### src/rtl/gate_model_bist_if.sv
// Port bundle between the gate-model BIST driver and its controller/model side.
// The slave modport is the BIST block; the master modport is whoever drives it.
interface gate_model_bist_if #(
  parameter int IN_W  = 17,
  parameter int OUT_W = 9
);
  logic             start;
  logic             abort;
  logic             step;
  logic [OUT_W-1:0] resp;
  logic [IN_W-1:0]  stim;
  logic             busy;
  logic             done;
  logic             pass;
  logic [15:0]      signature;

  modport slave (
    input  start, abort, step, resp,
    output stim, busy, done, pass, signature
  );

  modport master (
    output start, abort, step, resp,
    input  stim, busy, done, pass, signature
  );
endinterface

### src/rtl/gate_model_bist.sv
// LFSR stimulus generator plus 16-bit MISR compactor for combinational gate models.
// Optional macro GATE_BIST_STEP_EN: RUN advances only on edges where step=1.
module gate_model_bist #(
  parameter int              IN_W     = 17,
  parameter int              OUT_W    = 9,
  parameter int              PATTERNS = 256,
  parameter logic [IN_W-1:0] SEED     = 17'h00001,
  parameter logic [15:0]     EXPECTED = 16'h0000
) (
  input  logic               clk,
  input  logic               rst,
  gate_model_bist_if.slave   bus
);

  localparam logic [1:0] S_IDLE = 2'd0;
  localparam logic [1:0] S_RUN  = 2'd1;
  localparam logic [1:0] S_DONE = 2'd2;

  // An all-zero seed would lock the LFSR, so it is forced to 1.
  localparam logic [IN_W-1:0] SEED_EFF = (SEED == '0) ? IN_W'(1) : SEED;
  localparam logic [15:0]     LAST_CNT = 16'(PATTERNS - 1);

  logic [1:0]      r_state;
  logic [15:0]     r_count;
  logic [IN_W-1:0] r_stim;
  logic [15:0]     r_sig;
  logic            r_busy;
  logic            r_done;
  logic            r_pass;

  logic [15:0]     w_sig_next;
  logic [IN_W-1:0] w_stim_next;
  logic            w_advance;

  assign w_sig_next  = {r_sig[14:0], 1'b0}
                     ^ (r_sig[15] ? 16'h8005 : 16'h0000)
                     ^ 16'(bus.resp);
  assign w_stim_next = {r_stim[IN_W-2:0], r_stim[IN_W-1] ^ r_stim[IN_W-4]};

`ifdef GATE_BIST_STEP_EN
  assign w_advance = bus.step;
`else
  logic w_step_unused;
  assign w_step_unused = bus.step;
  assign w_advance     = 1'b1;
`endif

  // NOTE: state registers use non-blocking assignments so every flop samples
  // the pre-edge values of its neighbours, matching real hardware.
  always_ff @(posedge clk or posedge rst) begin
    if (rst) begin
      r_state <= S_IDLE;
      r_count <= '0;
      r_stim  <= '0;
      r_sig   <= '0;
      r_busy  <= 1'b0;
      r_done  <= 1'b0;
      r_pass  <= 1'b0;
    end else if (bus.abort) begin
      // Abort keeps stim and signature for post-mortem inspection.
      r_state <= S_IDLE;
      r_busy  <= 1'b0;
      r_done  <= 1'b0;
      r_pass  <= 1'b0;
    end else begin
      case (r_state)
        S_IDLE, S_DONE: begin
          if (bus.start) begin
            r_state <= S_RUN;
            r_count <= '0;
            r_stim  <= SEED_EFF;
            r_sig   <= '0;
            r_busy  <= 1'b1;
            r_done  <= 1'b0;
            r_pass  <= 1'b0;
          end
        end
        S_RUN: begin
          if (w_advance) begin
            r_sig   <= w_sig_next;
            r_stim  <= w_stim_next;
            r_count <= r_count + 16'd1;
            if (r_count == LAST_CNT) begin
              r_state <= S_DONE;
              r_busy  <= 1'b0;
              r_done  <= 1'b1;
              r_pass  <= (w_sig_next == EXPECTED);
            end
          end
        end
        default: begin
          r_state <= S_IDLE;
          r_busy  <= 1'b0;
          r_done  <= 1'b0;
          r_pass  <= 1'b0;
        end
      endcase
    end
  end

  assign bus.stim      = r_stim;
  assign bus.signature = r_sig;
  assign bus.busy      = r_busy;
  assign bus.done      = r_done;
  assign bus.pass      = r_pass;

endmodule
### src/flat_wrapper.sv
// flat-port wrapper written by rule: the top's interface ports become plain ports
module gate_model_bist_flat 
#(
  parameter int              IN_W     = 17,
  parameter int              OUT_W    = 9,
  parameter int              PATTERNS = 256,
  parameter logic [IN_W-1:0] SEED     = 17'h00001,
  parameter logic [15:0]     EXPECTED = 16'h0000
)
  (clk, rst, bus_start, bus_abort, bus_step, bus_resp, bus_stim, bus_busy, bus_done, bus_pass, bus_signature);
  gate_model_bist_if #(.IN_W(IN_W), .OUT_W(OUT_W)) bus_i ();
  input  logic clk;
  input  logic rst;
  input wire logic [$bits(bus_i.start)-1:0] bus_start;
  input wire logic [$bits(bus_i.abort)-1:0] bus_abort;
  input wire logic [$bits(bus_i.step)-1:0] bus_step;
  input wire logic [$bits(bus_i.resp)-1:0] bus_resp;
  output wire logic [$bits(bus_i.stim)-1:0] bus_stim;
  output wire logic [$bits(bus_i.busy)-1:0] bus_busy;
  output wire logic [$bits(bus_i.done)-1:0] bus_done;
  output wire logic [$bits(bus_i.pass)-1:0] bus_pass;
  output wire logic [$bits(bus_i.signature)-1:0] bus_signature;
  assign bus_i.start = bus_start;
  assign bus_i.abort = bus_abort;
  assign bus_i.step = bus_step;
  assign bus_i.resp = bus_resp;
  assign bus_stim = bus_i.stim;
  assign bus_busy = bus_i.busy;
  assign bus_done = bus_i.done;
  assign bus_pass = bus_i.pass;
  assign bus_signature = bus_i.signature;
  gate_model_bist #(.IN_W(IN_W), .OUT_W(OUT_W), .PATTERNS(PATTERNS), .SEED(SEED), .EXPECTED(EXPECTED)) u_core (.clk(clk), .rst(rst), .bus(bus_i));
endmodule
### config.mk
export PLATFORM = sky130hd
export DESIGN_NAME = gate_model_bist_flat
export DESIGN_NICKNAME = d
export VERILOG_FILES = /design/src/rtl/gate_model_bist_if.sv /design/src/rtl/gate_model_bist.sv /design/src/flat_wrapper.sv
export SDC_FILE = /design/constraint.sdc
export NUM_CORES = 1
export LEC_CHECK = 0
export CAP_MARGIN = 25
export CORE_MARGIN = 5
export CORE_UTILIZATION = 55
export CTS_BUF_LIST = sky130_fd_sc_hd__clkbuf_16
export CTS_CLUSTER_SIZE = 20
export DETAILED_ROUTE_END_ITERATION = 6
export PLACE_DENSITY = 0.95
export SETUP_SLACK_MARGIN = 0.02
export SYNTH_ARGS = -nofsm -noshare
export SYNTH_HDL_FRONTEND = slang
export SYNTH_SLANG_ARGS = --single-unit
### constraint.sdc
create_clock -name clk -period 2.6 [get_ports clk]
set_input_delay 0.39 -clock clk [delete_from_list [all_inputs] [get_ports clk]]
set_output_delay 0.39 -clock clk [all_outputs]
set_load 0.1 [all_outputs]
======== Yosys cells after proc, flatten, opt, wreduce, memory -nomap -nowiden ========
Index checks and enable logic that the tools add are counted.
operators by class
  equality and inequality tests ........... 6
  add/sub/neg operators ................... 1
  muxes and demuxes ....................... 21
  reductions and logical operators ........ 6
  bitwise operators ....................... 4
operators with widths
  cell                   count
  $pmux 16 s2            2
  $pmux 17 s2            1
  $mux 16                2
  $mux 17                1
  $add 16x1->16 const B  1
  $eq 16x8->1 const B    1
  $logic_not 16->1       1
  $xor 16x16->16         1
  $xor 16x9->16          1
  $mux 1                 8
  $mux 2                 3
  $pmux 1 s2             3
  $pmux 2 s2             1
  $ne 3x2->1 const B     1
  $ne 3x3->1 const B     1
  $reduce_and 3->1       1
  $eq 2x1->1 const B     1
  $eq 2x2->1 const B     1
  $logic_not 2->1        1
  $ne 2x2->1 const B     1
  $reduce_and 2->1       1
  $reduce_bool 2->1      1
  $reduce_or 2->1        1
  $not 1->1              1
  $xor 1x1->1            1
storage, ports and cells
  register bits after elaboration ......... 54
  output and inout bits ................... 36
  logic and storage cells ................. 45

======== Longest topological paths before layout ========
  depth in word-level cells ............... 7
  gate-level depth with buffers ........... 7
  depth with buffers taken out ............ 5

======== Worst setup path before layout ========
Ideal clock, no wire load.
  path kind ............................... flip-flop to flip-flop
  start ................................... reg u_core.r_sig[6], in the netlist u_core.bus.signature[6]
  end ..................................... reg u_core.r_pass, in the netlist u_core.bus.pass
  setup time .............................. 0.070 ns
  setup slack ............................. 0.542 ns
  arrival ................................. 1.988 ns
  cell stages (with the launch flop) ...... 5
  period minus slack after synthesis ...... 2.058 ns
  cells stage by stage .................... dfrtp_1 > xor2_1 > or4_4 > a2111oi_4 > mux2_1
on the way
  longest elaborated chain between the ends .. 6
RTL lines
  item                      line                   RTL
  start: declaration        gate_model_bist.sv:26  logic [15:0] r_sig;
  start signal: assignment  gate_model_bist.sv:80  r_sig <= w_sig_next;
  $xor 16x16->16            gate_model_bist.sv:36  ^ (r_sig[15] ? 16'h8005 : 16'h0000)
  $xor 16x9->16             gate_model_bist.sv:37  ^ 16'(bus.resp);
  $logic_not 16->1          gate_model_bist.sv:87  r_pass <= (w_sig_next == EXPECTED);
  $mux 1                    gate_model_bist.sv:83  if (r_count == LAST_CNT) begin
  $pmux 1 s2                gate_model_bist.sv:66  case (r_state)
  $mux 1                    gate_model_bist.sv:59  end else if (bus.abort) begin
  end signal: assignment    gate_model_bist.sv:87
  end: declaration          gate_model_bist.sv:29  logic r_pass;
Every way passes these cells. The select of a mux whose other input is x is not followed.
A chain may end at the register's enable or synchronous reset.

======== Worst setup path in the final report ========
  start ................................... in bus_start
  end ..................................... reg u_core.r_count[15]
on the way
  longest elaborated chain between the ends .. 2
RTL lines
  item                        line                   RTL
  start: declaration          flat_wrapper.sv:14     input wire logic [$bits(bus_i.start)-1:0] bus_start;
  $ne 2x2->1 (no line)        n/a
  $reduce_and 3->1 (no line)  n/a
  end signal: assignment      gate_model_bist.sv:82  r_count <= r_count + 16'd1;
  end: declaration            gate_model_bist.sv:24  logic [15:0] r_count;
Every way passes these cells.

==> impl_metrics.py <==
metrics = {
    "run_status": {
        "status": "finished, final reports clean",
    },
    "cells_and_area": {
        "final_area_um2": 3090,
        "post-route-util_pct": 70.9,
        "final_nets": 278,
        "antennaDiodeCount": 0,
        "drive_gt1_share_pct": 23.5,
        "syn_to_final_growth_pct": 24.3,
        "final_common_cell": "dfrtp_1",
        "mostFrequentLayoutCells": "dfrtp_1 (54), buf_4 (41), a22o_1 (30)",
    },
    "synth": {
        "syn_area_um2": 2480,
        "synth_edf_count": 0,
        "synth-async-reset-ratio_pct": 100,
        "syn_inst": 215,
        "ys_seq_elements": 54,
        "synthFlopType": "dfrtp_1",
        "yosysWarningCount": 0,
        "synth_area_per_cell_um2": 11.6,
        "ys_seq_area_share_pct": 54.4,
        "synth_nets": 230,
        "ys_types": 44,
    },
    "clocking": {
        "post_cts_buffers": 0,
        "clock-sinks": 54,
        "clkTransAtPathRegs_ns": 0.06,
        "holdBufCountCts": 0,
        "clkLatencyLatePin_ns": 0.29,
        "ctsResizeCount": 0,
        "ctsRootBufferMaster": "clkbuf_16",
        "cts_tree": "yes",
        "htree_num_levels": 2,
        "cts_made_buffers": 5,
        "cts_buffer_depth": 2,
    },
    "drt": {
        "drc": 0,
        "ant_nets": 0,
        "first_pass_iters": 4,
        "initialDrtViolationCount": 130,
        "wl_per_cell_um": 17.9,
        "vias": 1926,
        "wl_um": 5650,
        "avgViaCountPerCell": 6.09,
    },
    "worst_setup_path": {
        "cp_cell_sequence": "clkdlybuf4s50_1, nand2b_1, a2111oi_4, a31oi_1, a41o_1",
        "path_delay_family": "compound AO/OA/AOI/OAI gates",
        "slowest_stage": "a2111oi_4",
        "max_stage_delay_ns": 0.69,
        "worst-setup-path-type": "in2reg",
        "critPathArrivalTime_ns": 2.26,
        "critPathLaunchType": "input pin",
        "required_ns": 2.78,
        "crit_buf_inv": 1,
        "cp_max_fo": 9,
        "worst_setup_path_end_kind": "flop",
    },
    "floorplan": {
        "design.core.area_um2": 4350,
        "dieWidth_um": 77.2,
        "rows": 24,
        "die_area_um2": 5960,
        "io_pins": 50,
        "start_util_pct": 57.1,
        "die_y_um": 77.2,
    },
    "grt": {
        "grt_pass1_wl_um": 9690,
        "grt_max_degree": 36,
        "grt_pass1_vias": 1895,
        "antenna_found_initial": 0,
        "grt-ovfl-total": 0,
        "track_usage_pct": 20.4,
    },
    "sta": {
        "fin_crit_ns": 2.08,
        "maxSlewViolCount": 0,
        "tns_ns": 0,
        "max_freq_mhz": 482,
        "final_hold_viol_count": 0,
        "fin_worst_skew_ns": 0.00384,
        "slew_headroom_pct": 59.1,
        "setup_violations": 0,
        "finalCritPeriodShare_pct": 79.9,
        "hold_slack_ns": 0.475,
        "worstMarginPinSlew_ns": 0.613,
        "setup_ws_ns": 0.524,
        "grt_setup_unrepaired": "false",
    },
    "min_path": {
        "hold_class": "in2async",
    },
    "power_and_ir_drop": {
        "leakage_nw": 1.46,
        "p_per_area_nw_per_um2": 850,
        "ir_drop_uv": 543,
    },
    "placement": {
        "place_area_um2": 2950,
        "dp_hpwl_um": 3840,
        "io_buffers": 48,
        "place_congestion": 0.833,
        "place_ws_ns": 0.310,
    },
    "job": {
        "cap_viol_max_count": 0,
    },
}
sequential cells by signal, summed over array words and instances, names as in the netlist:
register	flops
u_core.bus.busy	1
u_core.bus.done	1
u_core.bus.pass	1
u_core.bus.signature	16
u_core.bus.stim	17
u_core.r_count	16
u_core.r_state	2
worst register-to-register path, stage by stage (launching register included):
cell	delay [ns]
dfrtp_1	0.43
nand2b_1	0.31
a2111oi_4	0.69
a31oi_1	0.21
a41o_1	0.25
final timing paths:
| path | start | end | slack, ns | cells past startpoint |
|---|---|---|---|---|
| setup / recovery | bus_start | u_core.r_count[15]$_DFFE_PP0P_ | 0.52 | 5 |
| hold / removal | rst | u_core.bus.done$_DFFE_PP0P_ | 0.48 | 2 |
| setup reg to reg | u_core.r_state[0]$_DFFE_PP0P_ | u_core.r_count[15]$_DFFE_PP0P_ | 0.60 | 4 |
| hold reg to reg | u_core.bus.stim[1]$_DFFE_PP0P_ | u_core.bus.stim[1]$_DFFE_PP0P_ | 0.52 | 2 |
| max in group asynchronous | rst | u_core.bus.signature[0]$_DFFE_PP0P_ | 1.59 | 3 |
| min in group clk | u_core.bus.stim[1]$_DFFE_PP0P_ | u_core.bus.stim[1]$_DFFE_PP0P_ | 0.52 | 2 |
power by group:
group | leakage [nW] | internal (mW) | switching [mW]
logic | 0.653 | 0.231 | 0.741
clock network | 0.0724 | 0.349 | 0.283
registers | 0.736 | 0.931 | 0.0917
routing by layer:
layer	GRT usage [%]	up-vias	wire length (um)
met4	8.08	0	87
met5	0	-	0
met3	5.27	7	330
met2	31.5	51	2810
li1	-	897	-
met1	27.3	971	2430
cell type report:
class	count	area [um2]
clock buffer	5	125
fill	302	1270
sequential	54	1350
multi-input combinational	143	1070
tap	52	65.1
clock inverter	3	12.5
inverter	5	18.8
timing repair buffer	54	448
logic make-up after synthesis:
| logic type | count (synthesis) | synth area share, % |
|---|---|---|
| flops | 54 | 54.4 |
| mux | 4 | 1.76 |
| xor+xnor | 15 | 5.29 |
| compound gates | 65 | 22.5 |
| fa+ha+maj | 1 | 0.503 |
| simple gates | 58 | 12.8 |
| buf+inv | 18 | 2.77 |
cells in the mapped netlist, types with 2 or more instances:
| cell | n | area share (%) |
|---|---|---|
| a22o_1 | 30 | 11 |
| a21oi_1 | 8 | 1.6 |
| o31ai_1 | 2 | 0.60 |
| clkbuf_1 | 9 | 1.4 |
| xnor2_1 | 8 | 2.8 |
| a31oi_1 | 3 | 0.76 |
| or4_1 | 2 | 0.60 |
| nand4_1 | 3 | 0.76 |
| a41o_1 | 3 | 1.2 |
| or3_1 | 3 | 0.76 |
| nor3_1 | 2 | 0.40 |
| dfrtp_1 | 54 | 54 |
| mux2_2 | 2 | 0.91 |
| inv_1 | 5 | 0.76 |
| a31o_2 | 3 | 1.1 |
| xor2_1 | 7 | 2.5 |
| o21ai_0 | 8 | 1.6 |
| nor2_1 | 14 | 2.1 |
| nand2b_1 | 3 | 0.76 |
| nand2_1 | 17 | 2.6 |
| buf_1 | 3 | 0.45 |
| a2111oi_4 | 3 | 3.3 |
| nand4b_1 | 2 | 0.71 |
metrics by stage:
step / power (mW) / instances
6_report: 2.63 / 316
5_1_grt: 2.74 / 316
4_1_cts: 2.64 / 316
3_5_place_dp: 2.01 / 308
3_3_place_gp: 1.99 / 308
2_1_floorplan: 1.78 / 215
Power figures use the tool's default switching activity.
